--- config.mk ---
export PLATFORM = sky130hd
export DESIGN_NAME = tlrot_tl_bridge_flat
export DESIGN_NICKNAME = d
export VERILOG_FILES = /design/src/rtl/tlrot_tl_bridge_if.sv /design/src/rtl/tlrot_tl_bridge.sv /design/src/flat_wrapper.sv
export SDC_FILE = /design/constraint.sdc
export NUM_CORES = 1
export LEC_CHECK = 0
export CAP_MARGIN = 10
export CELL_PAD_IN_SITES_DETAIL_PLACEMENT = 1
export CELL_PAD_IN_SITES_GLOBAL_PLACEMENT = 1
export CORE_MARGIN = 2
export CORE_UTILIZATION = 42
export DETAILED_ROUTE_END_ITERATION = 7
export PLACE_DENSITY = 0.86
export SLEW_MARGIN = 30
export SYNTH_ARGS = -nofsm -noshare
export SYNTH_HDL_FRONTEND = slang
export SYNTH_SLANG_ARGS = --single-unit
--- constraint.sdc ---
create_clock -name clk_i -period 16.5 [get_ports clk_i]
set_clock_uncertainty 0.1 [all_clocks]
set_input_delay 3.3 -clock clk_i [delete_from_list [all_inputs] [get_ports clk_i]]
set_output_delay 3.3 -clock clk_i [all_outputs]
set_load 0.01 [all_outputs]
--- src/rtl/tlrot_tl_bridge_if.sv ---
// TL-UL channel bundle shared by the host-facing and device-facing sides of
// tlrot_tl_bridge. The master modport issues A requests and consumes D
// responses; the slave modport is the opposite end.
interface tlrot_tl_bridge_if #(
   parameter int DataWidth = 32,
   parameter int SrcW      = 8,
   parameter int SzW       = 2
);
   localparam int AW  = 3 + 3 + SzW + SrcW + 32 + DataWidth / 8 + DataWidth;
   localparam int DW_ = 3 + 3 + SzW + SrcW + 1 + DataWidth + 1;

   logic           a_valid;
   logic           a_ready;
   logic [AW-1:0]  a_bits;
   logic           d_valid;
   logic           d_ready;
   logic [DW_-1:0] d_bits;

   modport master (
      output a_valid, a_bits, d_ready,
      input  a_ready, d_valid, d_bits
   );

   modport slave (
      input  a_valid, a_bits, d_ready,
      output a_ready, d_valid, d_bits
   );
endinterface

--- src/rtl/tlrot_tl_bridge.sv ---
// TL-UL bridge from the SoC host port to one RoT device port. Buffers legal
// requests, limits outstanding transactions, answers illegal requests locally
// with denied responses and returns all responses in acceptance order.
// rst_ni keeps its historical name but is asynchronous and active-high.
module tlrot_tl_bridge #(
   parameter int          DataWidth      = 32,
   parameter int          SrcW           = 8,
   parameter int          SzW            = 2,
   parameter int          ReqDepth       = 2,
   parameter int          MaxOutstanding = 4,
   parameter logic [31:0] BaseAddr       = 32'h3B00_0000,
   parameter logic [31:0] WinSize        = 32'h0001_0000
) (
   input  logic                            clk_i,
   input  logic                            rst_ni,
   tlrot_tl_bridge_if.slave                h,
   tlrot_tl_bridge_if.master               dev,
   output logic [$clog2(MaxOutstanding):0] outstanding_o,
   output logic                            src_mismatch_o
);
   localparam int MW       = DataWidth / 8;
   localparam int AW       = 3 + 3 + SzW + SrcW + 32 + MW + DataWidth;
   localparam int MaxSz    = $clog2(MW);
   localparam int OffW     = MaxSz;
   localparam int TagW     = 1 + 3 + SzW + SrcW;
   localparam int TPtrW    = $clog2(MaxOutstanding);
   localparam int OCntW    = TPtrW + 1;
   localparam int RPtrW    = (ReqDepth > 1) ? $clog2(ReqDepth) : 1;
   localparam int RCntW    = $clog2(ReqDepth + 1);
   localparam int AMaskLsb = DataWidth;
   localparam int AAddrLsb = AMaskLsb + MW;
   localparam int ASrcLsb  = AAddrLsb + 32;
   localparam int ASizeLsb = ASrcLsb + SrcW;
   localparam int AOpLsb   = ASizeLsb + SzW + 3;
   localparam int DSrcLsb  = DataWidth + 2;
   localparam int DSizeLsb = DSrcLsb + SrcW;

   logic [2:0]       w_aOpcode;
   logic [SzW-1:0]   w_aSize;
   logic [SrcW-1:0]  w_aSource;
   logic [31:0]      w_aAddr;
   logic [MW-1:0]    w_aMask;
   logic [31:0]      w_addrOff;
   logic [31:0]      w_bytes;
   logic [MW-1:0]    w_expMask;
   logic             w_opOk, w_winOk, w_sizeOk, w_alignOk, w_maskOk, w_legal;
   logic             w_aReady, w_accept, w_reqPush, w_reqPop, w_dDone;
   logic             w_tagEmpty, w_headErr;
   logic [2:0]       w_headOp, w_errOp;
   logic [SzW-1:0]   w_headSize;
   logic [SrcW-1:0]  w_headSrc;
   logic [TagW-1:0]  w_headTag;

   logic             r_rstDone;
   logic [AW-1:0]    r_reqMem [ReqDepth];
   logic [RPtrW-1:0] r_reqWr, r_reqRd;
   logic [RCntW-1:0] r_reqCnt;
   logic [TagW-1:0]  r_tagMem [MaxOutstanding];
   logic [TPtrW-1:0] r_tagWr, r_tagRd;
   logic [OCntW-1:0] r_outstanding;
   logic             r_srcMismatch;

   function automatic logic [RPtrW-1:0] reqNext(input logic [RPtrW-1:0] p);
      return (int'(p) == ReqDepth - 1) ? '0 : p + 1'b1;
   endfunction

   assign w_aOpcode = h.a_bits[AOpLsb +: 3];
   assign w_aSize   = h.a_bits[ASizeLsb +: SzW];
   assign w_aSource = h.a_bits[ASrcLsb +: SrcW];
   assign w_aAddr   = h.a_bits[AAddrLsb +: 32];
   assign w_aMask   = h.a_bits[AMaskLsb +: MW];

   // Classify the request on the host A channel as legal or locally denied
   always_comb begin
      w_addrOff = w_aAddr - BaseAddr;
      w_opOk    = (w_aOpcode == 3'd0) || (w_aOpcode == 3'd1) || (w_aOpcode == 3'd4);
      w_winOk   = (w_aAddr >= BaseAddr) && (w_addrOff < WinSize);
      w_sizeOk  = (int'(w_aSize) <= MaxSz);
      w_bytes   = 32'd1 << w_aSize;
      w_alignOk = ((w_aAddr & (w_bytes - 32'd1)) == 32'd0);
      w_expMask = '0;
      for (int i = 0; i < MW; i++) begin
         w_expMask[i] = (i >= int'(w_aAddr[OffW-1:0])) &&
                        (i < int'(w_aAddr[OffW-1:0]) + int'(w_bytes));
      end
      w_maskOk  = (w_aOpcode != 3'd0) || (w_aMask == w_expMask);
      w_legal   = w_opOk && w_winOk && w_sizeOk && w_alignOk && w_maskOk;
   end

   assign w_aReady  = r_rstDone && (r_reqCnt != RCntW'(ReqDepth)) &&
                      (r_outstanding < OCntW'(MaxOutstanding));
   assign h.a_ready = w_aReady;
   assign w_accept  = h.a_valid && w_aReady;
   assign w_reqPush = w_accept && w_legal;
   assign w_reqPop  = (r_reqCnt != '0) && dev.a_ready;

   assign dev.a_valid = (r_reqCnt != '0);
   assign dev.a_bits  = r_reqMem[r_reqRd];

   // Hold h_a_ready low until the first clock after reset is released
   always_ff @(posedge clk_i or posedge rst_ni) begin
      if (rst_ni) r_rstDone <= 1'b0;
      else        r_rstDone <= 1'b1;
   end

   // Request FIFO storage; only legal requests are written
   always_ff @(posedge clk_i) begin
      if (w_reqPush) r_reqMem[r_reqWr] <= h.a_bits;
   end

   // Request FIFO pointers and occupancy
   always_ff @(posedge clk_i or posedge rst_ni) begin
      if (rst_ni) begin
         r_reqWr  <= '0;
         r_reqRd  <= '0;
         r_reqCnt <= '0;
      end else begin
         if (w_reqPush) r_reqWr <= reqNext(r_reqWr);
         if (w_reqPop)  r_reqRd <= reqNext(r_reqRd);
         r_reqCnt <= r_reqCnt + RCntW'(w_reqPush) - RCntW'(w_reqPop);
      end
   end

   // Tag FIFO storage; every accepted request leaves a tag to order responses
   always_ff @(posedge clk_i) begin
      if (w_accept) r_tagMem[r_tagWr] <= {~w_legal, w_aOpcode, w_aSize, w_aSource};
   end

   assign w_headTag  = r_tagMem[r_tagRd];
   assign w_headErr  = w_headTag[TagW-1];
   assign w_headOp   = w_headTag[SzW + SrcW +: 3];
   assign w_headSize = w_headTag[SrcW +: SzW];
   assign w_headSrc  = w_headTag[0 +: SrcW];
   assign w_tagEmpty = (r_outstanding == '0);
   assign w_errOp    = (w_headOp == 3'd4) ? 3'd1 : 3'd0;

   // Drive the host D channel from the head tag: local denial or device response
   always_comb begin
      h.d_valid   = 1'b0;
      h.d_bits    = '0;
      dev.d_ready = 1'b0;
      if (!w_tagEmpty) begin
         if (w_headErr) begin
            h.d_valid = 1'b1;
            h.d_bits  = {w_errOp, 3'd0, w_headSize, w_headSrc, 1'b0, {DataWidth{1'b0}}, 1'b1};
         end else begin
            h.d_valid                   = dev.d_valid;
            h.d_bits                    = dev.d_bits;
            h.d_bits[DSrcLsb +: SrcW]   = w_headSrc;
            h.d_bits[DSizeLsb +: SzW]   = w_headSize;
            dev.d_ready                 = h.d_ready;
         end
      end
   end

   assign w_dDone = h.d_valid && h.d_ready;

   // Tag FIFO pointers and the outstanding count, which is also its occupancy
   always_ff @(posedge clk_i or posedge rst_ni) begin
      if (rst_ni) begin
         r_tagWr       <= '0;
         r_tagRd       <= '0;
         r_outstanding <= '0;
      end else begin
         if (w_accept) r_tagWr <= r_tagWr + 1'b1;
         if (w_dDone)  r_tagRd <= r_tagRd + 1'b1;
         r_outstanding <= r_outstanding + OCntW'(w_accept) - OCntW'(w_dDone);
      end
   end

   // Sticky flag for a device response whose source differs from the head tag
   always_ff @(posedge clk_i or posedge rst_ni) begin
      if (rst_ni) r_srcMismatch <= 1'b0;
      else if (dev.d_valid && dev.d_ready && (dev.d_bits[DSrcLsb +: SrcW] != w_headSrc))
         r_srcMismatch <= 1'b1;
   end

   assign outstanding_o  = r_outstanding;
   assign src_mismatch_o = r_srcMismatch;
endmodule

--- src/flat_wrapper.sv ---
// flat-port wrapper written by rule: the top's interface ports become plain ports
module tlrot_tl_bridge_flat 
#(
   parameter int          DataWidth      = 32,
   parameter int          SrcW           = 8,
   parameter int          SzW            = 2,
   parameter int          ReqDepth       = 2,
   parameter int          MaxOutstanding = 4,
   parameter logic [31:0] BaseAddr       = 32'h3B00_0000,
   parameter logic [31:0] WinSize        = 32'h0001_0000
)
  (clk_i, rst_ni, outstanding_o, src_mismatch_o, h_a_valid, h_a_bits, h_d_ready, h_a_ready, h_d_valid, h_d_bits, dev_a_valid, dev_a_bits, dev_d_ready, dev_a_ready, dev_d_valid, dev_d_bits);
  tlrot_tl_bridge_if #(.DataWidth(DataWidth), .SrcW(SrcW), .SzW(SzW)) h_i ();
  tlrot_tl_bridge_if #(.DataWidth(DataWidth), .SrcW(SrcW), .SzW(SzW)) dev_i ();
  input  logic clk_i;
  input  logic rst_ni;
  output logic [$clog2(MaxOutstanding):0] outstanding_o;
  output logic src_mismatch_o;
  input wire logic [$bits(h_i.a_valid)-1:0] h_a_valid;
  input wire logic [$bits(h_i.a_bits)-1:0] h_a_bits;
  input wire logic [$bits(h_i.d_ready)-1:0] h_d_ready;
  output wire logic [$bits(h_i.a_ready)-1:0] h_a_ready;
  output wire logic [$bits(h_i.d_valid)-1:0] h_d_valid;
  output wire logic [$bits(h_i.d_bits)-1:0] h_d_bits;
  output wire logic [$bits(dev_i.a_valid)-1:0] dev_a_valid;
  output wire logic [$bits(dev_i.a_bits)-1:0] dev_a_bits;
  output wire logic [$bits(dev_i.d_ready)-1:0] dev_d_ready;
  input wire logic [$bits(dev_i.a_ready)-1:0] dev_a_ready;
  input wire logic [$bits(dev_i.d_valid)-1:0] dev_d_valid;
  input wire logic [$bits(dev_i.d_bits)-1:0] dev_d_bits;
  assign h_i.a_valid = h_a_valid;
  assign h_i.a_bits = h_a_bits;
  assign h_i.d_ready = h_d_ready;
  assign h_a_ready = h_i.a_ready;
  assign h_d_valid = h_i.d_valid;
  assign h_d_bits = h_i.d_bits;
  assign dev_a_valid = dev_i.a_valid;
  assign dev_a_bits = dev_i.a_bits;
  assign dev_d_ready = dev_i.d_ready;
  assign dev_i.a_ready = dev_a_ready;
  assign dev_i.d_valid = dev_d_valid;
  assign dev_i.d_bits = dev_d_bits;
  tlrot_tl_bridge #(.DataWidth(DataWidth), .SrcW(SrcW), .SzW(SzW), .ReqDepth(ReqDepth), .MaxOutstanding(MaxOutstanding), .BaseAddr(BaseAddr), .WinSize(WinSize)) u_core (.clk_i(clk_i), .rst_ni(rst_ni), .h(h_i), .dev(dev_i), .outstanding_o(outstanding_o), .src_mismatch_o(src_mismatch_o));
endmodule
== After elaboration in Yosys (flattened, before gate mapping) ==
Memories as Yosys holds them, arrays and structs flattened.
Cells that the tools add are included.

* Input port bits: 140
* Logic and storage cells: 78
* Bits in registers: 13
* Bits in latches: 0
* Bits in writable memories: 224
* ROM bits: 0
* Memories: 2
* Output and inout bits: 142

* Reduce and logical (&&, ||, !) cells: 24
* Eq/ne operators: 6
* Shift operators: 1
* Bitwise gates (word level): 2
* Mux-type cells: 13
* Div/mod/pow operators: 0
* $lt $le $gt $ge: 11
* Multipliers: 0
* Add/subtract/negate cells: 11

{| class="wikitable"
|+ Memories
! memory !! depth !! width !! rd ports !! clocked after Yosys merged registers in !! write ports !! RTL line !! source
|-
| u_core.r_reqMem || 2 || 84 || 1 || 0 || 1 || tlrot_tl_bridge.sv:55 || <nowiki>logic [AW-1:0] r_reqMem [ReqDepth];</nowiki>
|-
| u_core.r_tagMem || 4 || 14 || 1 || 0 || 1 || tlrot_tl_bridge.sv:58 || <nowiki>logic [TagW-1:0] r_tagMem [MaxOutstanding];</nowiki>
|}

{| class="wikitable"
|+ Operators by type and width
! operator !! count
|-
| 50-bit two-way mux || 2
|-
| 3-bit by 32-bit less-than comparator with 1-bit output, first input constant || 2
|-
| 3-bit by 32-bit adder with 32-bit output || 1
|-
| 32-bit bitwise AND || 1
|-
| 32-bit by 30-bit >= comparator with 1-bit output, second input constant || 1
|-
| 32-bit logical NOT || 1
|-
| 1-bit by 32-bit less-than comparator with 1-bit output, first input constant || 1
|-
| 2-bit by 32-bit less-than comparator with 1-bit output, first input constant || 1
|-
| 32-bit by 17-bit less-than comparator with 1-bit output, second input constant || 1
|-
| 1-bit by 2-bit << shifter with 32-bit output, first input constant || 1
|-
| 32-bit by 1-bit subtractor with 32-bit output, second input constant || 1
|-
| 32-bit by 30-bit subtractor with 32-bit output, second input constant || 1
|-
| 1-bit logical AND || 16
|-
| 1-bit two-way mux || 11
|-
| 8-bit != test || 1
|-
| 3-bit == test, second input constant || 2
|-
| 3-bit logical NOT || 2
|-
| 2-bit by 1-bit adder with 2-bit output, second input constant || 2
|-
| 4-bit == test || 1
|-
| 1-bit by 2-bit >= comparator with 1-bit output, first input constant || 2
|-
| 3-bit by 1-bit adder with 3-bit output || 1
|-
| 3-bit by 1-bit == test with 1-bit output, second input constant || 1
|-
| 1-bit logical OR || 3
|-
| 3-bit less-than comparator, second input constant || 1
|-
| 10 further kinds || 11
|}

== Depth between registers and ports, before layout ==
Gate-level depths: netlist (run 1).

* Depth after elaboration: 10
* Depth in mapped cells: 14
* Gate-level depth less buffers: 14

== Worst setup path before layout (run 1) ==
No wires, ideal clock.

* Path kind: input to register
* Start: input port h_a_bits[77]
* End: memory u_core.r_reqMem[0][0] in the netlist's numbering (enable)
* Required time: 15.873 ns
* Slack: 7.531 ns
* Arrival: 8.342 ns
* Stages: 10
* Path through: nor2_1 -> ha_1 -> inv_1 -> fa_1 -> nand2b_1 -> a31oi_1 -> o31ai_1 -> o21ai_1 -> nand3_1 -> nor2_1

* Longest elaborated chain between the ends: 10
* Elaborated cells on any way between the ends: 21

{| class="wikitable"
|+ RTL lines
! what !! RTL line !! source
|-
| start: declaration || flat_wrapper.sv:20 || <nowiki>input wire logic [$bits(h_i.a_bits)-1:0] h_a_bits;</nowiki>
|-
| 1-bit by 2-bit << shifter with 32-bit output || tlrot_tl_bridge.sv:79 || <nowiki>w_bytes = 32'd1 << w_aSize;</nowiki>
|-
| 3-bit by 32-bit adder with 32-bit output || tlrot_tl_bridge.sv:84 || <nowiki>(i < int'(w_aAddr[OffW-1:0]) + int'(w_bytes));</nowiki>
|-
| 1-bit by 32-bit less-than comparator with 1-bit output (tied with other cells) || tlrot_tl_bridge.sv:84 ||
|-
| 1-bit logical AND || tlrot_tl_bridge.sv:83 || <nowiki>w_expMask[i] = (i >= int'(w_aAddr[OffW-1:0])) &&</nowiki>
|-
| 4-bit == test || tlrot_tl_bridge.sv:86 || <nowiki>w_maskOk = (w_aOpcode != 3'd0) || (w_aMask == w_expMask);</nowiki>
|-
| 1-bit logical OR || tlrot_tl_bridge.sv:86 ||
|-
| 1-bit logical AND * || tlrot_tl_bridge.sv:87 || <nowiki>w_legal = w_opOk && w_winOk && w_sizeOk && w_alignOk && w_maskOk;</nowiki>
|-
| 1-bit logical AND * || tlrot_tl_bridge.sv:94 || <nowiki>assign w_reqPush = w_accept && w_legal;</nowiki>
|-
| 1-bit two-way mux * || tlrot_tl_bridge.sv:108 || <nowiki>if (w_reqPush) r_reqMem[r_reqWr] <= h.a_bits;</nowiki>
|-
| 1-bit two-way mux (implied by the code) * || tlrot_tl_bridge.sv:108 ||
|-
| end: declaration || tlrot_tl_bridge.sv:55 ||
|}

Every way passes the cells marked *; elsewhere a longest branch is shown, timed or not.

== Worst setup path after layout (run 1) ==
* Start: input port dev_d_valid
* End: output port h_d_valid

* Longest elaborated chain between the ends: 2

{| class="wikitable"
|+ RTL lines
! what !! RTL line !! source
|-
| start: declaration || flat_wrapper.sv:29 || <nowiki>input wire logic [$bits(dev_i.d_valid)-1:0] dev_d_valid;</nowiki>
|-
| 1-bit two-way mux || tlrot_tl_bridge.sv:143 || <nowiki>if (w_headErr) begin</nowiki>
|-
| 1-bit two-way mux || tlrot_tl_bridge.sv:142 || <nowiki>if (!w_tagEmpty) begin</nowiki>
|-
| end: declaration || flat_wrapper.sv:23 || <nowiki>output wire logic [$bits(h_i.d_valid)-1:0] h_d_valid;</nowiki>
|}

Every way passes these cells.

==> results_dict.tcl, run 1 <==
set metrics [dict create \
    status "complete, no violations" \
    first_pass_iters 4 \
    htree_levels 1 \
    rows 55 \
    clockBufferDepth 3 \
    drtAntennaViolNets 0 \
    final_cell_count_no_fill 1136 \
    fp.dieH_microns 155.2 \
    wl_mm 23.26 \
    vdd_drop_max_mv 0.09830 \
    synth_common_cells "224 x edfxtp_1, 92 x mux2_2, 41 x and2_1" \
    hold_class "reg2reg" \
    yosysSeqAreaShare 0.7346 \
    intPower_w 0.001374 \
    die_area_sq_mm 0.02408 \
    syn_to_final_growth_pct 40.77 \
    fp.coreArea_sq_mm 0.02257 \
    syn-num-nets 696 \
    placedCellCount 1089 \
    synth.ff_latch_count 237 \
    num_io_pins 282 \
    max_freq_mhz 126.4 \
    gp_congestion 0.7597 \
    yosys_warnings 0 \
    antenna_found_initial 0 \
    numClockSinks 237 \
    tritoncts "built" \
    grt_max_degree 76 \
    wl_met2_mm 11.95 \
    synth.most_common_cell "edfxtp_1" \
    hold_path_depth 1 \
    root_buffer "clkbuf_16" \
    wl_met1_mm 8.722 \
    synth_top_area_cell "edfxtp_1" \
    seq_power_share 0.372 \
    vias 5666 \
    highest_layer "met4" \
    path_clk_slew_ns 0.06 \
    final-hold-violation-count 0 \
    end_kind "primary output" \
    worst-r2r-cell-count 6 \
    viasPerCell 4.988 \
    layout.nets 987 \
    route.detailed.drc 0 \
    p_per_area_mw_per_mm2 141.3 \
    grt_pass1_vias 6248 \
    portBuffers 279 \
    slew_violations 0 \
    setup_violations 0 \
    final_util 0.5987 \
    yosysUniqueCellTypes 49 \
    synth_area_sq_mm 0.009599 \
    yosys-top-cells-area "edfxtp_1 70%, mux2_2 11%, dfrtp_1 3.4%" \
    setup_tns_ns 0 \
    start_kind "input pin" \
    cp.arrival_ns 4.51 \
    power_leakage_nw 4.645 \
    dp_hpwl_mm 15.92 \
    grt_pass1_wl_mm 35.58 \
    num_antenna_cells 0 \
    postCtsSetupBuffers 0 \
    wl_met3_mm 2.161 \
    clock_latency_ns 0.53 \
    drtIter0Drc 241 \
    grt_setup_unrepaired "no" \
    p_switching_w 0.0005361 \
    critPathMaxFanout 2 \
    synth_cells 541 \
    synth_area_per_cell_sq_um 17.74 \
    cts_resized 0 \
    initial_core_util 0.4253 \
    post-route-min-period_ns 7.911 \
    fin_crit_sh 0.4795 \
    tightest_slew_ns 0.9535 \
    grt.total_usage 0.1921 \
    crit_type "in2out" \
    synth_edf_count 224 \
    grt_overflow 0 \
    synth_ff_type "edfxtp_1" \
    swShare 0.2807 \
    p_clk_frac 0.281 \
    synth_top_area_share 0.7007 \
    max_slew_margin 0.3628 \
    cts_buffers 25 \
    die_w_microns 155.2 \
    synthArstFlopShare 0.05485 \
    drive_gt1_frac 0.1692 \
    drv_cap 0 \
    post_drt_wl_per_cell_microns 20.47 \
    cts_hold_buf 0 \
    combPwrFrac 0.346 \
    crit_required_ns 13.10 \
]
-- stage by stage --
stage | hold slack, ns | total power, W | instance area [sq um] | setup slack [ns]
floorplan | 0.3513 | 0.001065 | 9599 | 7.531
global placement | 0.3506 | 0.001374 | 12680 | 8.484
detailed placement | 0.3836 | 0.001390 | 12700 | 8.340
CTS | 0.3951 | 0.001936 | 13490 | 8.583
global route | 0.4236 | 0.002001 | 13510 | 8.514
finish | 0.3901 | 0.001910 | 13510 | 8.589
-- state kept, by name, summed over array words and instances, names as in the netlist --
signal,flops
u_core.src_mismatch_o,1
u_core.r_rstDone,1
u_core.r_tagMem,56
u_core.r_reqMem,168
u_core.r_tagWr,2
u_core.r_reqRd,1
u_core.outstanding_o,3
u_core.r_reqCnt,2
u_core.r_tagRd,2
u_core.r_reqWr,1
-- kinds of logic (layout without fill, tap and decap cells) --
kind of cell,after synthesis,count (layout),synth area share
AO/OA/AOI/OAI,19,19,0.01330
multiplexers,113,113,0.1337
buffers and inverters,37,347,0.01864
adder cells (fa/ha/maj),15,15,0.02112
other,1,1,0.0003907
flip-flops,237,237,0.7346
AND/OR/NAND/NOR,102,102,0.06270
XOR/XNOR,17,17,0.01551
-- routing by layer --
layer / vias up / global-route usage
li1: 2631 / -
met2: 210 / 0.3433
met3: 36 / 0.07019
met4: 0 / 0.04893
met5: - / 0
met1: 2789 / 0.2191
-- worst max-delay path, stage by stage --
cell and delay, ns:
clkdlybuf4s50_1 0.48, nor2_1 0.05, nor2_1 0.13, clkdlybuf4s50_1 0.55
-- layout by cell type (no fill, tap or decap), drive strengths merged, types with 3 or more instances in the layout --
master | synthesis | final
and2 | 43 | 43
mux2i | 18 | 18
nand4 | 3 | 3
nor2b | 4 | 4
nand2b | 3 | 3
mux2 | 92 | 92
dfrtp | 13 | 13
edfxtp | 224 | 224
nor3b | 3 | 3
o21ai | 3 | 3
mux4 | 3 | 3
nor2 | 20 | 20
xor2 | 10 | 10
inv | 17 | 18
ha | 13 | 13
clkbuf | 3 | 32
nor4b | 5 | 5
nor3 | 4 | 4
clkdlybuf4s50 | 0 | 279
nand2 | 6 | 6
clkinvlp | 0 | 3
a21oi | 5 | 5
clkinv | 0 | 8
nor4 | 3 | 3
and3 | 4 | 4
buf | 17 | 5
xnor2 | 7 | 7
-- power groups by stage --
| stage | registers, W | clock network, W | logic [W] |
|---|---|---|---|
| 2_1_floorplan | 0.000706 | 0 | 0.000359 |
| 3_5_place_dp | 0.000724 | 0 | 0.000666 |
| 3_3_place_gp | 0.000721 | 0 | 0.000653 |
| 5_1_grt | 0.000715 | 0.000571 | 0.000715 |
| 4_1_cts | 0.000712 | 0.000551 | 0.000673 |
| 6_report | 0.000711 | 0.000537 | 0.000661 |
-- area by class of cell --
cell class / instances / area [sq um]
Clock buffer: 32 / 651.9
Timing Repair Buffer: 284 / 2854
Tap cell: 285 / 356.6
Inverter: 17 / 63.81
Sequential cell: 237 / 7056
Fill cell: 2080 / 9059
Clock inverter: 14 / 136.4
Multi-Input combinational cell: 267 / 2395
-- final timing paths --
kind	end	slack [ns]	from
max	h_d_valid	8.59	dev_d_valid
min	u_core.src_mismatch_o	0.39	u_core.src_mismatch_o
max reg2reg	u_core.r_reqMem[0][14]	12.82	u_core.r_reqCnt[1]
min reg2reg	u_core.src_mismatch_o	0.39	u_core.src_mismatch_o
max in group asynchronous	u_core.r_reqRd	12.88	rst_ni
min in group asynchronous	u_core.outstanding_o[0]	3.02	rst_ni
No activity file was read; power rests on OpenSTA's default activity.
==> run 2: changes to the inputs <==
--- a/config.mk
+++ b/config.mk
@@ -9,9 +9,9 @@
 export CELL_PAD_IN_SITES_DETAIL_PLACEMENT = 1
 export CELL_PAD_IN_SITES_GLOBAL_PLACEMENT = 1
 export CORE_MARGIN = 2
-export CORE_UTILIZATION = 42
+export CORE_UTILIZATION = 39
 export DETAILED_ROUTE_END_ITERATION = 7
-export PLACE_DENSITY = 0.86
+export PLACE_DENSITY = 0.81
 export SLEW_MARGIN = 30
 export SYNTH_ARGS = -nofsm -noshare
 export SYNTH_HDL_FRONTEND = slang
==> constraint.sdc (replaced) <==
create_clock -name clk_i -period 7.9 [get_ports clk_i]
set_clock_uncertainty 0.1 [all_clocks]
set_input_delay 1.58 -clock clk_i [delete_from_list [all_inputs] [get_ports clk_i]]
set_output_delay 1.58 -clock clk_i [all_outputs]
set_load 0.01 [all_outputs]
==> run 2 against run 1 <==
Compared with the run above:
- via count fell by 0.86%
- combinational power grew 100%
- clock power is 100% higher
- global-route usage fell by 2.1 points
- worst hold slack worse by 0.011 ns
- first-iteration DRC count shrank 29%
- register-to-register slack lost 8.2 ns
- die area rose by 7.5%
- setup slack lost 6.0 ns
- power rose by 110%
- critical path type is now in2reg
- flip-flop and latch count unchanged
==> results_dict.tcl, run 2 (same netlist as run 1, synthesis figures left out) <==
set metrics [dict create \
    initial_core_util 0.3959 \
    drive_gt1_frac 0.1669 \
    final-hold-violation-count 0 \
    postCtsSetupBuffers 0 \
    rr_startpoint "u_core.r_tagRd[0]" \
    gp_congestion 0.7386 \
    intPower_w 0.002836 \
    max_slew_margin 0.4464 \
    portBuffers 279 \
    viasPerCell 4.780 \
    num_antenna_cells 0 \
    setup_violations 0 \
    antenna_found_initial 0 \
    min_from "u_core.src_mismatch_o" \
    cts_hold_buf 0 \
    root_buffer "clkbuf_16" \
    whs_endpoint "u_core.src_mismatch_o" \
    cts_buffers 26 \
    final_cell_mix "279 x clkdlybuf4s50_1, 224 x edfxtp_1, 92 x mux2_2" \
    drv_cap 0 \
    largest_reg_flops 168 \
    vdd_drop_max_mv 0.2374 \
    fp.dieH_microns 160.9 \
    fillCellCount 2273 \
    post-route-min-period_ns 5.281 \
    htree_levels 1 \
    tritoncts "built" \
    grt_pass1_vias 6129 \
    hold_class "reg2reg" \
    num_io_pins 282 \
    grt.total_usage 0.1714 \
    top_register "u_core.r_reqMem" \
    reg2reg_to "u_core.outstanding_o[2]" \
    crit_required_ns 7.97 \
    final_common_cell "clkdlybuf4s50_1" \
    slew_violations 0 \
    dp_hpwl_mm 15.55 \
    tightest_slew_ns 0.8285 \
    syn_to_final_growth_pct 40.88 \
    combPwrFrac 0.339 \
    vias 5617 \
    cts_resized 0 \
    cp.arrival_ns 5.35 \
    die_w_microns 160.9 \
    seq_power_share 0.386 \
    setup_tns_ns 0 \
    end_kind "register" \
    rows 57 \
    final_util 0.5577 \
    path_clk_slew_ns 0.06 \
    hold_path_depth 1 \
    drtAntennaViolNets 0 \
    numClockSinks 237 \
    worst-r2r-cell-count 11 \
    power_leakage_nw 4.633 \
    reg2reg_setup_slack_ns 4.58 \
    grt_pass1_wl_mm 34.73 \
    p_clk_frac 0.275 \
    grt_overflow 0 \
    post_drt_wl_per_cell_microns 19.15 \
    first_pass_iters 4 \
    crit_type "in2reg" \
    p_switching_w 0.001107 \
    wl_mm 22.50 \
    die_area_sq_mm 0.02588 \
    route.detailed.drc 0 \
    clockBufferDepth 3 \
    layout.nets 987 \
    fin_crit_sh 0.6685 \
    swShare 0.2808 \
    max_freq_mhz 189.4 \
    status "complete, no violations" \
    p_per_area_mw_per_mm2 291.6 \
    clock_latency_ns 0.52 \
    fp.coreArea_sq_mm 0.02425 \
    drtIter0Drc 172 \
    grt_max_degree 62 \
    start_kind "input pin" \
    critPathMaxFanout 61 \
    grt_setup_unrepaired "no" \
]
[run 2: power by group through the flow]
stage	Clock, W	Sequential [W]	Combinational, W
2_1_floorplan	0	0.00148	0.000749
3_3_place_gp	0	0.00155	0.00133
3_5_place_dp	0	0.00155	0.00135
4_1_cts	0.00111	0.00153	0.00136
5_1_grt	0.00116	0.00154	0.00144
6_report	0.00108	0.00152	0.00134
[run 2: worst max path at each step]
stage | startpoint | endpoint | slack, ns | cells past startpoint
6_report | h_a_bits[76] | u_core.r_reqMem[1][2] | 2.62 | 12
3_3_place_gp | h_a_bits[76] | u_core.r_reqMem[0][29] | 2.11 | 12
3_5_place_dp | h_a_bits[76] | u_core.r_reqMem[0][3] | 2.04 | 12
4_1_cts | h_a_bits[76] | u_core.r_reqMem[0][1] | 2.58 | 12
2_1_floorplan | h_a_bits[77] | u_core.r_reqMem[0][0] | 0.65 | 10
5_1_grt | h_a_bits[76] | u_core.r_reqMem[1][57] | 2.38 | 12
[run 2: stage by stage]
step | hold slack [ns] | area (sq um) | power (W) | worst slack [ns] | std cells
after floorplan | 0.3513 | 9599 | 0.002224 | 0.6508 | 541
after global placement | 0.3522 | 12760 | 0.002882 | 2.111 | 1128
after detailed placement | 0.3629 | 12760 | 0.002907 | 2.040 | 1128
after CTS | 0.3808 | 13520 | 0.004004 | 2.584 | 1175
after global routing | 0.4195 | 13520 | 0.004136 | 2.383 | 1175
final | 0.3795 | 13520 | 0.003943 | 2.619 | 1175
[run 2: critical path, cell delays in order]
cell and delay, ns:
clkdlybuf4s50_1 0.64, nor2_1 0.23, ha_1 0.19, inv_1 0.05
fa_1 0.48, nand2b_1 0.18, a31oi_1 0.17, o31ai_1 0.10
o21ai_1 0.21, nand3_1 0.31, nor2_4 0.73, buf_12 0.39
[run 2: metal layers]
metal,vias to the layer above,share of wire,global-route usage
li1,2625,-,-
met5,-,0,0
met1,2799,0.39,0.2074
met4,0,0.012,0.02638
met3,20,0.075,0.05062
met2,173,0.52,0.3090
[run 2: layout make-up]
class / instances / area, sq um / area share
Tap cell: 324 / 405.4 / 0.02998
Multi-Input combinational cell: 267 / 2389 / 0.1766
Sequential cell: 237 / 7057 / 0.5218
Timing Repair Buffer: 283 / 2848 / 0.2106
Clock buffer: 36 / 709.4 / 0.05246
Inverter: 17 / 63.81 / 0.004719
Clock inverter: 11 / 51.30 / 0.003793
==> run 3: changes to the inputs <==
==> constraint.sdc (replaced) <==
create_clock -name clk_i -period 5.02 [get_ports clk_i]
set_clock_uncertainty 0.1 [all_clocks]
set_input_delay 1.004 -clock clk_i [delete_from_list [all_inputs] [get_ports clk_i]]
set_output_delay 1.004 -clock clk_i [all_outputs]
set_load 0.01 [all_outputs]
==> run 3 against run 2 <==
Compared with the run above:
- clock power up 56%
- combinational power up 63%
- register-to-register slack worse by 3.0 ns
- first-iteration DRC count rose by 8.7%
- sequential power grew 55%
- wire length increased by 1.5%
- global-route usage grew 0.49 points
- flip-flop and latch count unchanged
- non-clock buffer count is 6 higher
- count of clock-buffer cells in the layout is 8 lower
- critical path depth is 7 lower
==> results_dict.tcl, run 3 (same netlist as run 1, synthesis figures left out) <==
set metrics [dict create \
    top_register "u_core.r_reqMem" \
    cts_hold_buf 0 \
    root_buffer "clkbuf_16" \
    p_clk_frac 0.270 \
    drive_gt1_frac 0.1776 \
    final_cell_mix "279 x clkdlybuf4s50_1, 224 x edfxtp_1, 92 x mux2_2" \
    num_antenna_cells 0 \
    multi_input_area_sq_mm 0.002390 \
    drtAntennaViolNets 0 \
    max_slew_margin 0.4508 \
    start_kind "register" \
    critPathMaxFanout 39 \
    final-hold-violation-count 0 \
    portBuffers 279 \
    syn_to_final_growth_pct 41.61 \
    p_total_w 0.006224 \
    status "complete, no violations" \
    drtIter0Drc 187 \
    setup_violations 0 \
    fin_crit_sh 0.8781 \
    htree_levels 1 \
    grt_pass1_wl_mm 35.47 \
    rr_startpoint "u_core.r_tagRd[0]" \
    antenna_found_initial 0 \
    die_w_microns 160.9 \
    p_switching_w 0.001764 \
    route.detailed.drc 0 \
    vdd_drop_max_mv 0.2826 \
    initial_core_util 0.3959 \
    regArea_sq_mm 0.007056 \
    vias 5683 \
    startpoint "u_core.r_tagRd[0]" \
    first_pass_iters 4 \
    intPower_w 0.004460 \
    tritoncts "built" \
    combPwrFrac 0.351 \
    fp.dieH_microns 160.9 \
    power_leakage_nw 4.682 \
    fp.coreArea_sq_mm 0.02425 \
    final_util 0.5606 \
    seq_power_share 0.378 \
    rows 57 \
    largest_reg_flops 168 \
    post_drt_wl_per_cell_microns 19.35 \
    tightest_slew_ns 0.8237 \
    cp.arrival_ns 3.30 \
    postCtsSetupBuffers 0 \
    path_clk_slew_ns 0.06 \
    crit_type "reg2out" \
    cts_buffers 25 \
    grt_setup_unrepaired "no" \
    num_io_pins 282 \
    cts_resized 0 \
    worst-r2r-cell-count 11 \
    grt_max_degree 66 \
    final_common_cell "clkdlybuf4s50_1" \
    hold_class "reg2reg" \
    p_per_area_mw_per_mm2 457.9 \
    wl_mm 22.83 \
    crit_end "dev_d_ready" \
    end_kind "primary output" \
    slew_violations 0 \
    numClockSinks 237 \
    die_area_sq_mm 0.02588 \
    crit_required_ns 3.92 \
    viasPerCell 4.816 \
    post-route-min-period_ns 4.408 \
    grt_pass1_vias 6257 \
    reg2reg_setup_slack_ns 1.57 \
    gp_congestion 0.7531 \
    swShare 0.2834 \
    reg2reg_to "u_core.outstanding_o[2]" \
    drv_cap 0 \
    grt.total_usage 0.1763 \
    max_freq_mhz 226.9 \
    clockBufferDepth 3 \
    clock_latency_ns 0.52 \
    fillCellCount 2314 \
    dp_hpwl_mm 15.78 \
    layout.nets 992 \
    grt_overflow 0 \
]
[run 3: cell count changes in the layout (fill, tap and decap cells not counted), sizes merged]
cell | before | now
clkinv | 10 | 16
buf | 4 | 10
bufinv | 0 | 1
clkbuf | 36 | 28
[run 3: critical path: stages (launching register included)]
cell and delay (ns):
dfrtp_1 0.88, mux4_2 0.72, nor2_2 0.11, buf_4 0.28
and2_1 0.23, clkdlybuf4s50_1 0.55
[run 3: how the worst min path moves through the flow]
stage / cells after the start / start / to / slack [ns]
2_1_floorplan: 1 / u_core.r_reqCnt[1] / u_core.r_reqCnt[1] / 0.35
3_3_place_gp: 1 / u_core.src_mismatch_o / u_core.src_mismatch_o / 0.36
3_5_place_dp: 1 / u_core.src_mismatch_o / u_core.src_mismatch_o / 0.36
4_1_cts: 1 / u_core.r_reqCnt[1] / u_core.r_reqCnt[1] / 0.40
5_1_grt: 1 / u_core.r_reqCnt[1] / u_core.r_reqCnt[1] / 0.43
6_report: 1 / u_core.r_reqCnt[1] / u_core.r_reqCnt[1] / 0.39
[run 3: per-layer routing]
layer / GRT usage / part of all wire / vias up
met5: 0 / 0 / -
met4: 0.05925 / 0.034 / 0
met3: 0.04210 / 0.060 / 43
met2: 0.3090 / 0.51 / 181
met1: 0.2141 / 0.40 / 2819
li1: - / - / 2640
[run 3: power by group through the flow]
stage	clock (W)	combinational (W)	sequential (W)
global placement	0	0.00217	0.00239
CTS	0.00174	0.00222	0.00235
global route	0.00180	0.00234	0.00237
finish	0.00168	0.00219	0.00235
detailed placement	0	0.00221	0.00239
floorplan	0	0.00118	0.00232
[run 3: final cells by class]
class                           instances  share of cell area
Sequential cell                       237              0.5191
Timing Repair Buffer                  289              0.2156
Multi-Input combinational cell        267              0.1758
Clock buffer                           28             0.04685
Tap cell                              324             0.02982
Clock inverter                         18            0.008192
Inverter                               17            0.004694
[run 3: metrics by stage]
stage	area (sq um)	setup TNS, ns	hold slack [ns]	std cells	setup slack, ns
after floorplan	9604	-44.68	0.3513	541	-0.2661
after global placement	12840	0	0.3583	1134	0.5990
after detailed placement	12840	0	0.3622	1134	0.5289
after CTS	13590	0	0.3963	1180	0.5436
after global routing	13590	0	0.4321	1180	0.4357
final	13590	0	0.3937	1180	0.6122
